$ cat config.mk
export PLATFORM = sky130hd
export DESIGN_NAME = wb_sched
export DESIGN_NICKNAME = d
export VERILOG_FILES = /design/src/rtl/regs_pkg.sv /design/src/rtl/rr_arb2.sv /design/src/rtl/wb_sched.sv
export SDC_FILE = /design/constraint.sdc
export NUM_CORES = 1
export LEC_CHECK = 0
export CORE_UTILIZATION = 35
export DETAILED_ROUTE_END_ITERATION = 7
export GPL_TIMING_DRIVEN = 0
export SYNTH_ARGS = -nofsm -noshare
export SYNTH_HDL_FRONTEND = slang
export SYNTH_SLANG_ARGS = --single-unit
$ cat constraint.sdc
create_clock -name clk -period 12.5 [get_ports clk]
set_clock_uncertainty 0.1 [all_clocks]
set_input_delay 2.5 -clock clk [delete_from_list [all_inputs] [get_ports clk]]
set_output_delay 2.5 -clock clk [all_outputs]
set_load 0.005 [all_outputs]
$ cat src/rtl/regs_pkg.sv
// Register-file constants, writeback request type and arbiter pointer type
// shared by wb_sched and rr_arb2.
package regs_pkg;

  localparam int REG_AW = 5;
  localparam int NREGS = 32;
  localparam logic [REG_AW-1:0] REG_ZERO = 5'd0;

  localparam int WB_REQ_ALU = 0;
  localparam int WB_REQ_MEM = 1;

  localparam int WB_W = 32;

  typedef struct packed {
    logic              valid;
    logic [REG_AW-1:0] rd;
    logic [WB_W-1:0]   val;
  } wb_req_t;

  typedef enum logic {
    RR_FAV0 = 1'b0,
    RR_FAV1 = 1'b1
  } rr_ptr_t;

  function automatic logic [5:0] popcount(input logic [NREGS-1:0] v);
    logic [5:0] n;
    n = '0;
    for (int i = 0; i < NREGS; i++) n = n + 6'(v[i]);
    return n;
  endfunction

endpackage

$ cat src/rtl/rr_arb2.sv
// Two-way round-robin arbiter: combinational grant, pointer moves only when
// both requesters collide so the loser of a conflict wins the next one.
module rr_arb2
  import regs_pkg::*;
(
  input  logic       clk,
  input  logic       rst,
  input  logic [1:0] req,
  output logic [1:0] grant
);

  rr_ptr_t ptr;

  always_comb begin
    grant    = 2'b00;
    grant[0] = req[0] && (!req[1] || ptr == RR_FAV0);
    grant[1] = req[1] && !grant[0];
  end

  always_ff @(posedge clk) begin
    if (rst) begin
      ptr <= RR_FAV0;
    end else if (&req) begin
      ptr <= grant[0] ? RR_FAV1 : RR_FAV0;
    end
  end

endmodule

$ cat src/rtl/wb_sched.sv
// Writeback scheduler and busy-bit scoreboard for the 32x32 register file.
// Define WB_SCHED_BYPASS_EN to add the fwd_* forwarding outputs.
module wb_sched
  import regs_pkg::*;
#(
  parameter int W = 32
) (
  input  logic              clk,
  input  logic              rst,
  input  logic              iss_valid,
  input  logic [REG_AW-1:0] iss_rd,
  output logic              iss_ready,
  input  logic [REG_AW-1:0] chk_rs1,
  input  logic [REG_AW-1:0] chk_rs2,
  output logic              rs1_busy,
  output logic              rs2_busy,
  input  logic              a_valid,
  input  logic [REG_AW-1:0] a_rd,
  input  logic [W-1:0]      a_val,
  output logic              a_ready,
  input  logic              m_valid,
  input  logic [REG_AW-1:0] m_rd,
  input  logic [W-1:0]      m_val,
  output logic              m_ready,
  output logic              wr_en,
  output logic [REG_AW-1:0] rd,
  output logic [W-1:0]      rd_val,
  output logic [5:0]        busy_cnt,
  output logic              err
`ifdef WB_SCHED_BYPASS_EN
  ,
  output logic              fwd_rs1_hit,
  output logic              fwd_rs2_hit,
  output logic [W-1:0]      fwd_val
`endif
);

  logic [NREGS-1:0]  busy;
  logic [NREGS-1:0]  busy_next;
  wb_req_t           req [2];
  logic [1:0]        req_v;
  logic [1:0]        grant;
  logic              win;
  logic [REG_AW-1:0] sel_rd;
  logic [WB_W-1:0]   sel_val;
  logic              issue_set;

  always_comb begin
    req[WB_REQ_ALU]   = '{valid: a_valid, rd: a_rd, val: WB_W'(a_val)};
    req[WB_REQ_MEM]   = '{valid: m_valid, rd: m_rd, val: WB_W'(m_val)};
    req_v             = 2'b00;
    req_v[WB_REQ_ALU] = req[WB_REQ_ALU].valid;
    req_v[WB_REQ_MEM] = req[WB_REQ_MEM].valid;
  end

  rr_arb2 u_arb (
    .clk   (clk),
    .rst   (rst),
    .req   (req_v),
    .grant (grant)
  );

  // Ready is withheld during reset so a discarded request is re-presented.
  assign a_ready = grant[WB_REQ_ALU] && !rst;
  assign m_ready = grant[WB_REQ_MEM] && !rst;
  assign win     = |grant;
  assign sel_rd  = grant[WB_REQ_MEM] ? req[WB_REQ_MEM].rd  : req[WB_REQ_ALU].rd;
  assign sel_val = grant[WB_REQ_MEM] ? req[WB_REQ_MEM].val : req[WB_REQ_ALU].val;

  assign iss_ready = !rst && (iss_rd == REG_ZERO || !busy[iss_rd]);
  assign issue_set = iss_valid && iss_ready && iss_rd != REG_ZERO;

`ifdef WB_SCHED_BYPASS_EN
  assign fwd_rs1_hit = wr_en && rd != REG_ZERO && rd == chk_rs1;
  assign fwd_rs2_hit = wr_en && rd != REG_ZERO && rd == chk_rs2;
  assign fwd_val     = rd_val;
  assign rs1_busy    = busy[chk_rs1] && !fwd_rs1_hit;
  assign rs2_busy    = busy[chk_rs2] && !fwd_rs2_hit;
`else
  assign rs1_busy = busy[chk_rs1];
  assign rs2_busy = busy[chk_rs2];
`endif

  // Clear for the committing write first, then issue, so a forced set wins.
  always_comb begin
    busy_next = busy;
    if (wr_en) busy_next[rd] = 1'b0;
    if (issue_set) busy_next[iss_rd] = 1'b1;
    busy_next[0] = 1'b0;
  end

  always_ff @(posedge clk) begin
    if (rst) begin
      busy     <= '0;
      busy_cnt <= '0;
      wr_en    <= 1'b0;
      rd       <= REG_ZERO;
      rd_val   <= '0;
      err      <= 1'b0;
    end else begin
      busy     <= busy_next;
      busy_cnt <= popcount(busy_next);
      wr_en    <= win && sel_rd != REG_ZERO;
      if (win) begin
        rd     <= sel_rd;
        rd_val <= W'(sel_val);
      end
      if (win && sel_rd != REG_ZERO && !busy[sel_rd]) err <= 1'b1;
    end
  end

endmodule

==> impl_metrics.py <==
metrics = {
    "status": {
        "outcome": "finished, violations left",
        "failed_checks": "design-rule violations",
    },
    "placement": {
        "dp_hpwl_mm": 14.6,
        "portBuffers": 135,
        "placed_cell_area_mm2": 0.00693,
        "gp_congestion": 0.905,
        "pre_cts_ws_ns": 2.39,
    },
    "finish": {
        "layout-drive-gt1-share_pct": 8.68,
        "mostFrequentLayoutCells": "clkdlybuf4s50_1 (135), nand2_1 (87), dfxtp_1 (77)",
        "fin_nets": 868,
        "diodes": 0,
        "fin_area_mm2": 0.00723,
        "final_util_pct": 49.2,
        "synthToLayoutAreaGrowth_pct": 35.2,
        "mostFrequentLayoutCell": "clkdlybuf4s50_1",
    },
    "clocking": {
        "cts_sinks": 77,
        "clk_root_buffer_cell": "clkbuf_16",
        "cts_hold_buf": 0,
        "postCtsSetupRepairBufs": 0,
        "cts-resized-gates": 0,
        "h-tree-depth": 3,
        "clk_latency_ns": 0.34,
        "clockBufferDepth": 2,
        "clkSlewWorstSetupHoldPaths_ns": 0.06,
        "cts-buffers-inserted": 9,
        "cts_tree": "done",
    },
    "setup_path": {
        "end_kind": "flip-flop",
        "r2r_end": "busy_cnt[4]",
        "required_ns": 12.59,
        "endpoint": "busy_cnt[4]",
        "r2r_slack_ns": 5.42,
        "reg2regPathDepth": 20,
        "rr_startpoint": "busy[16]",
        "path_max_fanout": 10,
        "worstSetupPathType": "input pin to flip-flop",
        "cp.arrival_ns": 9.83,
        "cp-start-kind": "input pin",
        "crit_start": "iss_rd[1]",
    },
    "sta": {
        "rsz0062_at_grt": "false",
        "hold_viol_final": 0,
        "tns_ns": 0,
        "min_period_ns": 9.74,
        "finalSetupViolations": 0,
        "slew_headroom_pct": 57.4,
        "drv_slew": 0,
        "fin_ws_ns": 2.76,
        "fin_crit_sh_pct": 77.9,
        "worst_pin_slew_ns": 0.639,
        "max_freq_ghz": 0.103,
    },
    "global_routing": {
        "grt_pass1_vias": 5415,
        "grt_antenna_before_repair": 0,
        "grt_pass1_wl_mm": 30.1,
        "grt_overflow": 0,
        "gr-usage-all-layers_pct": 24.6,
        "grt_max_degree": 14,
    },
    "yosys": {
        "synth_nets": 722,
        "async_flop_share_pct": 0,
        "syn-cell-area_mm2": 0.00535,
        "synth_flop_cell": "dfxtp_1",
        "syn_inst": 598,
        "yosysWarnings": 0,
        "ys_ff_latch": 77,
        "synth-edff-count": 0,
        "ys_types": 49,
        "seq_area_frac_synth_pct": 28.8,
        "avgSynthCellArea_um2": 8.94,
    },
    "drt": {
        "dr.pass1.iters": 7,
        "via_per_inst": 5.86,
        "drt_iter0_markers": 546,
        "detail_route.wl_per_cell_um": 20.4,
        "drc": 5,
        "wl_mm": 19.0,
        "ant_nets": 0,
        "vias": 5469,
    },
    "floorplanning": {
        "chipWidth_um": 126,
        "die_area_mm2": 0.0158,
        "io_pins": 144,
        "coreArea_mm2": 0.0147,
        "rows": 44,
        "start_util_pct": 36.4,
        "die_h_um": 126,
    },
    "pwr": {
        "power_frac_comb_pct": 22.4,
        "ir_drop_uv": 74.6,
        "swShare_pct": 27.9,
        "internal-power_uw": 499,
        "p_total_uw": 692,
        "p_leak_nw": 2.75,
        "power.switching_uw": 193,
        "power.share.sequential_pct": 39.0,
        "p_per_area_mw_per_mm2": 95.7,
        "clockPowerShare_pct": 38.6,
    },
    "hold_path": {
        "holdCritPathClass": "flip-flop to flip-flop",
        "hold_path_startpoint": "rd_val[11]",
    },
    "job": {
        "drv_cap": 0,
    },
}
-- worst min path at each step --
stage	endpoint	slack, ns	cells past startpoint
3_3_place_gp	rd_val[31]	0.38	2
6_report	rd_val[11]	0.40	2
2_1_floorplan	rd_val[0]	0.39	2
3_5_place_dp	rd_val[11]	0.39	2
4_1_cts	rd_val[11]	0.40	2
5_1_grt	rd_val[23]	0.43	2
-- state kept, by name (all words and copies together) (netlist names) --
name       count
wr_en          1
busy_cnt       6
err            1
rd             5
rd_val        32
u_arb.ptr      1
busy          31
-- Yosys cell counts, drive strengths merged (3+ instances only) --
cell type | count | area [um^2]
nor4b | 3 | 26.3
and3 | 4 | 25.0
mux4 | 31 | 698
ha | 7 | 87.6
nand4 | 3 | 25.0
a311oi | 34 | 298
nand2b | 5 | 31.3
fa | 23 | 460
xor2 | 3 | 26.3
nand4b | 3 | 38.8
nand3 | 9 | 45.0
o22ai | 24 | 150
o21ai | 42 | 210
o21a | 20 | 150
a21oi | 10 | 50.1
mux2i | 13 | 130
buf | 11 | 43.8
nand2 | 87 | 327
inv | 27 | 101
a211oi | 12 | 103
nor4 | 3 | 18.8
nor2 | 60 | 225
mux2 | 8 | 90.1
nor3b | 5 | 37.5
nand3b | 8 | 60.1
clkbuf | 37 | 139
nor2b | 4 | 25.0
nor3 | 3 | 15.0
dfxtp | 77 | 1540
a21o | 4 | 30.0
-- logic make-up (layout without fill, tap and decap cells) --
kind of cell,after synthesis,in the layout,share of synthesized area [%]
buffers and inverters,75,226,5.31
adder cells (fa/ha/maj),30,30,10.2
XOR/XNOR,4,4,0.655
multiplexers,52,52,17.2
AND/OR/NAND/NOR,205,205,17.9
flip-flops,77,77,28.8
AO/OA/AOI/OAI,155,155,19.9
-- power by group through the flow --
| stage | logic (mW) | clock network (mW) | registers, mW |
|---|---|---|---|
| floorplan | 0.0739 | 0 | 0.273 |
| global placement | 0.153 | 0 | 0.274 |
| detailed placement | 0.154 | 0 | 0.275 |
| CTS | 0.155 | 0.270 | 0.270 |
| global route | 0.168 | 0.279 | 0.271 |
| finish | 0.155 | 0.267 | 0.270 |
-- cell type report --
| type | instances | area (um^2) |
|---|---|---|
| fill | 1355 | 7470 |
| multi-input combinational | 446 | 3520 |
| sequential | 77 | 1540 |
| timing repair buffer | 135 | 1350 |
| clock buffer | 10 | 239 |
| tap | 184 | 230 |
| buffer | 48 | 183 |
| inverter | 27 | 101 |
| clock inverter | 6 | 62.6 |
-- stage by stage --
step                      cells  hold slack, ns
after detailed placement    917           0.395
final                       933           0.402
after global routing        933           0.427
after global placement      917           0.383
after floorplan             598           0.392
after CTS                   933           0.404
-- critical path, cell delays in order --
cell	delay, ns
clkdlybuf4s50_1	0.60
clkbuf_1	0.46
mux4_2	0.39
a22o_1	0.24
a211oi_4	0.31
nand4b_2	0.30
buf_2	0.29
o21ai_0	0.29
fa_1	0.46
inv_1	0.08
fa_1	0.43
fa_1	0.51
inv_1	0.05
fa_1	0.48
fa_1	0.53
fa_1	0.43
fa_1	0.42
fa_1	0.42
a21o_1	0.19
a21oi_1	0.18
xor2_1	0.16
nor2_1	0.06
-- per-layer routing --
layer  part of all wire [%]  GRT usage [%]  up-vias
met4                    3.7           9.76        0
met2                     48           39.7      283
li1                       -              -     2483
met5                      0              0        -
met1                     42           32.6     2654
met3                    6.9           4.50       49
Power figures use the tool's default switching activity.
